<file path="src/rtl/text_cursor_ctrl.sv">
// Write-side sequencer for the VGA text tile buffer: turns received ASCII into
// character-RAM writes, tracks the cursor and runs full-screen / single-line clears.
module text_cursor_ctrl #(
    parameter int         COLS   = 80,
    parameter int         ROWS   = 30,
    parameter int         ADDR_W = 12,
    parameter logic [6:0] BLANK  = 7'h20
) (
    input  logic              clk,
    input  logic              reset,
    input  logic              new_data,
    input  logic [6:0]        data_in,
    output logic              we,
    output logic [ADDR_W-1:0] waddr,
    output logic [6:0]        wdata,
    output logic [6:0]        cur_col,
    output logic [4:0]        cur_row,
    output logic              busy,
    output logic              overflow
);

    localparam logic [1:0] S_IDLE     = 2'd0;
    localparam logic [1:0] S_EXEC     = 2'd1;
    localparam logic [1:0] S_CLR_ALL  = 2'd2;
    localparam logic [1:0] S_CLR_LINE = 2'd3;

    localparam logic [ADDR_W-1:0] LAST_CELL  = ADDR_W'(COLS * ROWS - 1);
    localparam logic [ADDR_W-1:0] LAST_COL_A = ADDR_W'(COLS - 1);
    localparam logic [6:0]        LAST_COL   = 7'(COLS - 1);
    localparam logic [4:0]        LAST_ROW   = 5'(ROWS - 1);

    logic [1:0]        state_q, state_d;
    logic [ADDR_W-1:0] cnt_q, cnt_d;
    logic [6:0]        col_q, col_d;
    logic [4:0]        row_q, row_d;
    logic              hold_full_q, hold_full_d;
    logic [6:0]        hold_data_q, hold_data_d;
    logic [6:0]        code_q, code_d;
    logic              overflow_q, overflow_d;
    logic              we_q, we_d;
    logic [ADDR_W-1:0] waddr_q, waddr_d;
    logic [6:0]        wdata_q, wdata_d;

    logic              consume;
    logic              adv_row;
    logic [ADDR_W-1:0] row_base;
    logic [ADDR_W-1:0] col_a;

    // Full-width address math so row*COLS+col never truncates
    assign row_base = ADDR_W'(row_q) * ADDR_W'(COLS);
    assign col_a    = ADDR_W'(col_q);
    assign consume  = (state_q == S_IDLE) && hold_full_q;

    always_comb begin
        state_d     = state_q;
        cnt_d       = cnt_q;
        col_d       = col_q;
        row_d       = row_q;
        hold_full_d = hold_full_q;
        hold_data_d = hold_data_q;
        code_d      = code_q;
        overflow_d  = overflow_q;
        we_d        = 1'b0;
        waddr_d     = waddr_q;
        wdata_d     = wdata_q;
        adv_row     = 1'b0;

        // A strobe into a full, unconsumed hold register is lost
        if (new_data) begin
            if (hold_full_q && !consume) begin
                overflow_d = 1'b1;
            end else begin
                hold_data_d = data_in;
                hold_full_d = 1'b1;
            end
        end else if (consume) begin
            hold_full_d = 1'b0;
        end

        case (state_q)
            S_IDLE: begin
                if (hold_full_q) begin
                    code_d  = hold_data_q;
                    state_d = S_EXEC;
                end
            end
            S_EXEC: begin
                state_d = S_IDLE;
                if (code_q >= 7'h20 && code_q <= 7'h7E) begin
                    we_d    = 1'b1;
                    waddr_d = row_base + col_a;
                    wdata_d = code_q;
                    if (col_q < LAST_COL) begin
                        col_d = col_q + 7'd1;
                    end else begin
                        col_d   = 7'd0;
                        adv_row = 1'b1;
                    end
                end else begin
                    case (code_q)
                        7'h0A: begin
                            col_d   = 7'd0;
                            adv_row = 1'b1;
                        end
                        7'h0D: col_d = 7'd0;
                        7'h08: begin
                            if (col_q != 7'd0) begin
                                col_d   = col_q - 7'd1;
                                we_d    = 1'b1;
                                waddr_d = row_base + col_a - ADDR_W'(1);
                                wdata_d = BLANK;
                            end
                        end
                        7'h0C: begin
                            col_d   = 7'd0;
                            row_d   = 5'd0;
                            cnt_d   = '0;
                            state_d = S_CLR_ALL;
                        end
                        default: ;
                    endcase
                end
                // No scrolling: the last row wraps to the top and is wiped
                if (adv_row) begin
                    row_d   = (row_q == LAST_ROW) ? 5'd0 : row_q + 5'd1;
                    cnt_d   = '0;
                    state_d = S_CLR_LINE;
                end
            end
            S_CLR_ALL: begin
                we_d    = 1'b1;
                waddr_d = cnt_q;
                wdata_d = BLANK;
                if (cnt_q == LAST_CELL) begin
                    cnt_d   = '0;
                    col_d   = 7'd0;
                    row_d   = 5'd0;
                    state_d = S_IDLE;
                end else begin
                    cnt_d = cnt_q + ADDR_W'(1);
                end
            end
            default: begin
                we_d    = 1'b1;
                waddr_d = row_base + cnt_q;
                wdata_d = BLANK;
                if (cnt_q == LAST_COL_A) begin
                    cnt_d   = '0;
                    state_d = S_IDLE;
                end else begin
                    cnt_d = cnt_q + ADDR_W'(1);
                end
            end
        endcase
    end

    // Reset lands in CLR_ALL so the screen is wiped before any character is accepted
    always_ff @(posedge clk or negedge reset) begin
        if (!reset) begin
            state_q     <= S_CLR_ALL;
            cnt_q       <= '0;
            col_q       <= 7'd0;
            row_q       <= 5'd0;
            hold_full_q <= 1'b0;
            hold_data_q <= 7'd0;
            code_q      <= 7'd0;
            overflow_q  <= 1'b0;
            we_q        <= 1'b0;
            waddr_q     <= '0;
            wdata_q     <= BLANK;
        end else begin
            state_q     <= state_d;
            cnt_q       <= cnt_d;
            col_q       <= col_d;
            row_q       <= row_d;
            hold_full_q <= hold_full_d;
            hold_data_q <= hold_data_d;
            code_q      <= code_d;
            overflow_q  <= overflow_d;
            we_q        <= we_d;
            waddr_q     <= waddr_d;
            wdata_q     <= wdata_d;
        end
    end

    assign we       = we_q;
    assign waddr    = waddr_q;
    assign wdata    = wdata_q;
    assign cur_col  = col_q;
    assign cur_row  = row_q;
    assign overflow = overflow_q;
    assign busy     = (state_q == S_CLR_ALL) || (state_q == S_CLR_LINE);

endmodule

</file>
<file path="config.mk">
export PLATFORM = sky130hd
export DESIGN_NAME = text_cursor_ctrl
export DESIGN_NICKNAME = d
export VERILOG_FILES = /design/src/rtl/text_cursor_ctrl.sv
export SDC_FILE = /design/constraint.sdc
export NUM_CORES = 1
export LEC_CHECK = 0
export BUFFER_PORTS_ARGS = -buffer_cell sky130_fd_sc_hd__buf_2
export CORE_ASPECT_RATIO = 0.8
export CORE_MARGIN = 4
export CORE_UTILIZATION = 43
export CTS_CLUSTER_SIZE = 24
export DETAILED_ROUTE_END_ITERATION = 10
export GPL_TIMING_DRIVEN = 0
export HOLD_SLACK_MARGIN = 0.12
export PLACE_DENSITY_LB_ADDON = 0.1
export SLEW_MARGIN = 40
export SYNTH_ARGS = -nofsm -noshare
export SYNTH_HDL_FRONTEND = slang
export SYNTH_SLANG_ARGS = --single-unit
</file>
<file path="constraint.sdc">
create_clock -name clk -period 4.75 [get_ports clk]
set_input_delay 0.2375 -clock clk [delete_from_list [all_inputs] [get_ports clk]]
set_output_delay 0.2375 -clock clk [all_outputs]
set_load 0.1 [all_outputs]
</file>
Yosys cells after proc, flatten, opt, wreduce, memory -nomap -nowiden
Cells that the tools add are included.
- register bits: 62
- output and inout port bits: 34
- word-level logic and storage cells: 107
- $mul: 1
- equality and inequality tests: 19
- add/subtract/negate cells: 7
- multiplexer cells: 44
- bitwise gates (word level): 2
- reductions and logical operators: 20
- order comparisons: 3
- operator list (kind ; count):
    $mux W12 ; 8
    $pmux W12 S3 ; 2
    $mux W7 ; 7
    $pmux W7 S2 ; 3
    $eq A7 B4 Y1 const B ; 4
    $mux W5 ; 5
    $add A12 B1 Y12 const B ; 1
    $add A12 B12 Y12 ; 1
    $add A12 B7 Y12 ; 1
    $eq A12 B12 Y1 const B ; 1
    $eq A12 B7 Y1 const B ; 1
    $mux W2 ; 6
    $sub A12 B1 Y12 const B ; 1
    $mux W1 ; 10
    $pmux W5 S2 ; 1
    $reduce_and A3 Y1 ; 3
    $mul A5 B3 Y8 const B ; 1
    $reduce_and A2 Y1 ; 4
    $reduce_and A4 Y1 ; 2
    $add A7 B1 Y7 const B ; 1
    $ge A7 B6 Y1 const B ; 1
    $le A7 B7 Y1 const B ; 1
    $lt A7 B7 Y1 const B ; 1
    $reduce_bool A7 Y1 ; 1
    other kinds (20) ; 29

Longest topological paths before layout
- depth after elaboration: 7
- depth in mapped cells: 12
- depth with buffers taken out: 12

Worst setup path before layout
OpenSTA, ideal clock, no wires.
- kind: reg2reg
- start point: reg row_q[1] (netlist: cur_row[1])
- end point: reg waddr_q[11] (netlist: waddr[11])
- cell stages (with the launch flop): 13
- clock period less this slack: 3.511 ns
- arrival time: 3.389 ns
- path buffers: 0
- path slack: 1.239 ns
- required time: 4.629 ns
- cells stage by stage: dfrtp_1 ha_1 ha_1 fa_1 xor2_1 ha_1 o21ai_0 nand2b_1 a21oi_1 a21oi_1 xnor2_1 o21ai_0 o22a_1
- word-level cells in the longest chain between the ends: 7
- ends and longest elaborated chain (element ; line ; text):
    start, declared ; 35 ; logic [4:0] row_q, row_d;
    start signal, assigned ; 175 ; row_q <= row_d;
    $mul A5 B3 Y8 (*) ; 50 ; assign row_base = ADDR_W'(row_q) * ADDR_W'(COLS);
    $add A12 B7 Y12 ; 91, 110 ;
    $sub A12 B1 Y12 ; 110 ; waddr_d = row_base + col_a - ADDR_W'(1);
    $mux W12 ; 107 ; if (col_q != 7'd0) begin
    $mux W12 ; 100 ; case (code_q)
    $mux W12 ; 89 ; if (code_q >= 7'h20 && code_q <= 7'h7E) begin
    $pmux W12 S3 (*) ; 80 ; case (state_q)
    end signal, assigned ; 181 ; waddr_q <= waddr_d;
    end, declared ; 41 ; logic [ADDR_W-1:0] waddr_q, waddr_d;
Mark *: on every way between the ends. The rest lies on a longest branch, timed or not. The select of a mux whose other input is x is not followed.
A chain may end at the register's enable or synchronous reset.

Worst setup path in the final report
Ends and elaborated chain as after synthesis.

==> flow_metrics.py <==
metrics = {
    "run_status": {
        "status": "completed",
    },
    "place": {
        "pre_cts_ws_ps": 1560,
        "placed_area_um2": 4620,
        "gp_routability_congestion": 0.842,
        "dp_cells": 632,
        "portBuffers": 43,
        "dp_hpwl_um": 7940,
    },
    "cells_and_area": {
        "nFillCells": 898,
        "layout_commonest_cell": "nand2_1",
        "seqCellArea_um2": 1550,
        "final_cell_mix": "66 x nand2_1, 60 x dfrtp_1, 48 x o21ai_0",
        "areaGrowthSynthToFinish_pct": 17.7,
        "final_util_pct": 51.8,
        "final_cell_area_um2": 4980,
        "final_cells": 651,
        "drive_above_1_share_pct": 19.5,
        "multiInputGateArea_um2": 2510,
        "nNetsFinal": 566,
        "num_antenna_cells": 0,
    },
    "critical_path": {
        "critical_path_arrival_ps": 3450,
        "cp_max_fo": 9,
        "required_ps": 4970,
        "timing.rr.end": "waddr[11]$_DFFE_PN0P_",
        "cp-end-kind": "register",
        "regToRegSetupSlack_ps": 1520,
        "crit_chain": "ha_1 > ha_1 > fa_1 > xor2_1 > ha_1 > o21ai_0 > nand2b_1 > a21oi_1 > a21oi_1 > xnor2_1 > o21ai_0 > o22a_1",
        "criticalPathCategory": "register to register",
        "start_kind": "register",
        "timing.rr.start": "cur_row[1]$_DFFE_PN0P_",
        "cp_common_cell": "ha_1",
        "cpMaxStageDelayCell": "dfrtp_1",
        "rr_worst_depth": 12,
        "slowest_delay_ps": 500,
    },
    "drt": {
        "wl_per_cell_um": 16.3,
        "viasPerCell": 5.68,
        "wl_um": 10600,
        "drc_errors": 0,
        "num_vias": 3698,
        "dr.pass1.iters": 5,
        "ant_nets": 0,
        "drt-initial-drc-count": 220,
    },
    "clock_network": {
        "cts.sinks": 62,
        "post_cts_resized": 0,
        "cts_buffers": 9,
        "htree_num_levels": 3,
        "cts_tree": "built",
        "clockBufferDepth": 2,
        "clk_latency_ps": 340,
        "clockRootBuffer": "clkbuf_16",
        "cts.clk_slew.worst_paths_ps": 60,
    },
    "timing": {
        "fin_crit_sh_pct": 68.0,
        "setup_tns_ps": 0,
        "drv_slew": 0,
        "setup_ws_ps": 1520,
        "maxSlewHeadroom_pct": 45.4,
        "hold_viol": 0,
        "fin_worst_skew_ps": 8.04,
        "rsz0062_at_grt": "false",
        "finalCriticalPeriod_ps": 3230,
        "fmax_ghz": 0.310,
        "worst_pin_slew_ps": 813,
        "setup_violations": 0,
        "hold_slack_ps": 133,
    },
    "global_route": {
        "grt_pass1_wl_um": 17900,
        "grt_max_degree": 39,
        "antenna_found_initial": 0,
        "track_usage_pct": 19.3,
        "overflow": 0,
        "grt_pass1_vias": 3502,
    },
    "power": {
        "finalPower_mw": 3.84,
        "power_density_nw_per_um2": 770,
        "power.leakage_nw": 2.40,
        "peakVddDrop_mv": 0.424,
    },
    "yosys": {
        "synth-adder-area-share_pct": 9.10,
        "ys.flop_type": "dfrtp_1",
        "synth_compound_area_share_pct": 19.5,
        "synth_top_family_by_area": "simple AND/OR/NAND/NOR gates",
        "synth_seq_cells": 62,
        "yosys_warnings": 0,
        "synth_edf_count": 0,
        "synth_xor_area_share_pct": 5.11,
        "syn-instance-count": 469,
        "synthMuxAreaShare_pct": 4.96,
        "async_reset_ff_share_pct": 100,
        "synth-simple-area-share_pct": 20.5,
        "synth.distinct_cells": 66,
        "syn_area_per_cell_um2": 9.03,
        "synth_seq_area_share_pct": 36.7,
        "netlist_area_um2": 4230,
        "syn_nets": 508,
    },
    "die": {
        "die_h_um": 96.8,
        "num_rows": 32,
        "die_w_um": 119,
        "ios": 44,
        "coreArea_um2": 9610,
        "die_area_um2": 11500,
        "start_util_pct": 44.1,
    },
    "hold_path": {
        "min_to": "hold_data_q[1]$_DFFE_PN0P_",
        "hp-start": "data_in[1]",
        "hold_path_depth": 2,
        "hold_class": "input port to register",
    },
    "job": {
        "maxCapViolCount": 0,
    },
}
-- worst max path at each step --
stage                                 from                     to  slack [ps]  cells past startpoint
floorplan           cur_row[1]$_DFFE_PN0P_  waddr[11]$_DFFE_PN0P_        1240                     12
global placement    cur_row[1]$_DFFE_PN0P_  waddr[11]$_DFFE_PN0P_        1530                     12
detailed placement  cur_row[1]$_DFFE_PN0P_  waddr[11]$_DFFE_PN0P_        1560                     12
CTS                 cur_row[1]$_DFFE_PN0P_  waddr[11]$_DFFE_PN0P_        1540                     12
global route        cur_row[1]$_DFFE_PN0P_  waddr[11]$_DFFE_PN0P_        1260                     12
finish              cur_row[1]$_DFFE_PN0P_  waddr[11]$_DFFE_PN0P_        1520                     12
-- cells by family after synthesis --
family	Yosys count
AND/OR/NAND/NOR	176
AO/OA/AOI/OAI	127
flip-flops	62
buffers and inverters	33
adder cells (fa/ha/maj)	29
XOR/XNOR	23
multiplexers	19
-- timing repair --
| item | CTS | global route |
|---|---|---|
| setup buffers | 0 | 0 |
| hold buffers | 2 | 1 |
| hold endpoints to repair | 25 | 1 |
-- critical path: cells and delay by family, from the launching register on --
kind | cells | cell delay [ps]
XOR/XNOR | 2 | 620
flip-flops | 1 | 500
adder cells (fa/ha/maj) | 4 | 1350
AO/OA/AOI/OAI | 5 | 560
AND/OR/NAND/NOR | 1 | 70
-- area by class of cell --
cell class | instances | share of cell area, %
well taps | 119 | 2.99
flip-flops and latches | 62 | 31.2
repair buffers | 47 | 5.37
multi-input cells | 374 | 50.3
plain buffers | 20 | 2.51
clock buffers | 9 | 4.52
inverters | 13 | 0.979
clock inverters | 7 | 2.13
-- cell usage after synthesis, types with 2 or more instances --
| library cell | n | area share, % |
|---|---|---|
| nand2_1 | 66 | 5.9 |
| dfrtp_1 | 60 | 35 |
| o21ai_0 | 48 | 5.7 |
| nor2_1 | 34 | 3.0 |
| ha_1 | 26 | 7.7 |
| a21oi_1 | 20 | 2.4 |
| nand3_1 | 18 | 2.1 |
| mux2_2 | 16 | 4.3 |
| inv_1 | 13 | 1.2 |
| xor2_1 | 12 | 2.5 |
| o31ai_1 | 10 | 1.8 |
| xnor2_1 | 10 | 2.1 |
| a211oi_1 | 9 | 1.6 |
| a21o_1 | 9 | 1.6 |
| and3_1 | 9 | 1.3 |
| clkbuf_1 | 9 | 0.80 |
| nor3_1 | 9 | 1.1 |
| nand2b_1 | 7 | 1.0 |
| a31oi_1 | 5 | 0.74 |
| buf_2 | 5 | 0.59 |
| buf_6 | 4 | 1.1 |
| a22oi_1 | 3 | 0.53 |
| fa_1 | 3 | 1.4 |
| mux2i_1 | 3 | 0.71 |
| o22a_1 | 3 | 0.62 |
| o22ai_1 | 3 | 0.44 |
| or2_2 | 3 | 0.44 |
| or3_1 | 3 | 0.44 |
| or4_1 | 3 | 0.53 |
| a221oi_1 | 2 | 0.41 |
| dfstp_2 | 2 | 1.2 |
| nand4_1 | 2 | 0.30 |
| nor2_2 | 2 | 0.30 |
| nor4_1 | 2 | 0.30 |
| nor4bb_1 | 2 | 0.47 |
| o211ai_1 | 2 | 0.35 |
| o221ai_1 | 2 | 0.41 |
| or2_1 | 2 | 0.30 |
-- report_power, final --
| part | leakage (nW) | switching (mW) | internal, mW |
|---|---|---|---|
| Combinational | 1.45 | 1.60 | 0.634 |
| Sequential | 0.789 | 0.160 | 0.712 |
| Clock | 0.162 | 0.261 | 0.467 |
-- registers in the layout, summed over array words and instances (netlist names) --
name and count:
wdata 7, hold_full_q 1, code_q 7, cur_row 5, cnt_q 12, hold_data_q 7
state_q 2, we 1, overflow 1, waddr 12, cur_col 7
-- per-layer routing --
| layer | up-vias | track usage (%) | wire length (µm) |
|---|---|---|---|
| met1 | 1794 | 29.6 | 5580 |
| li1 | 1816 | - | - |
| met5 | - | 0 | 0 |
| met2 | 79 | 27.9 | 4500 |
| met4 | 0 | 4.01 | 88 |
| met3 | 9 | 4.03 | 434 |
(Power assumes the default switching activity.)
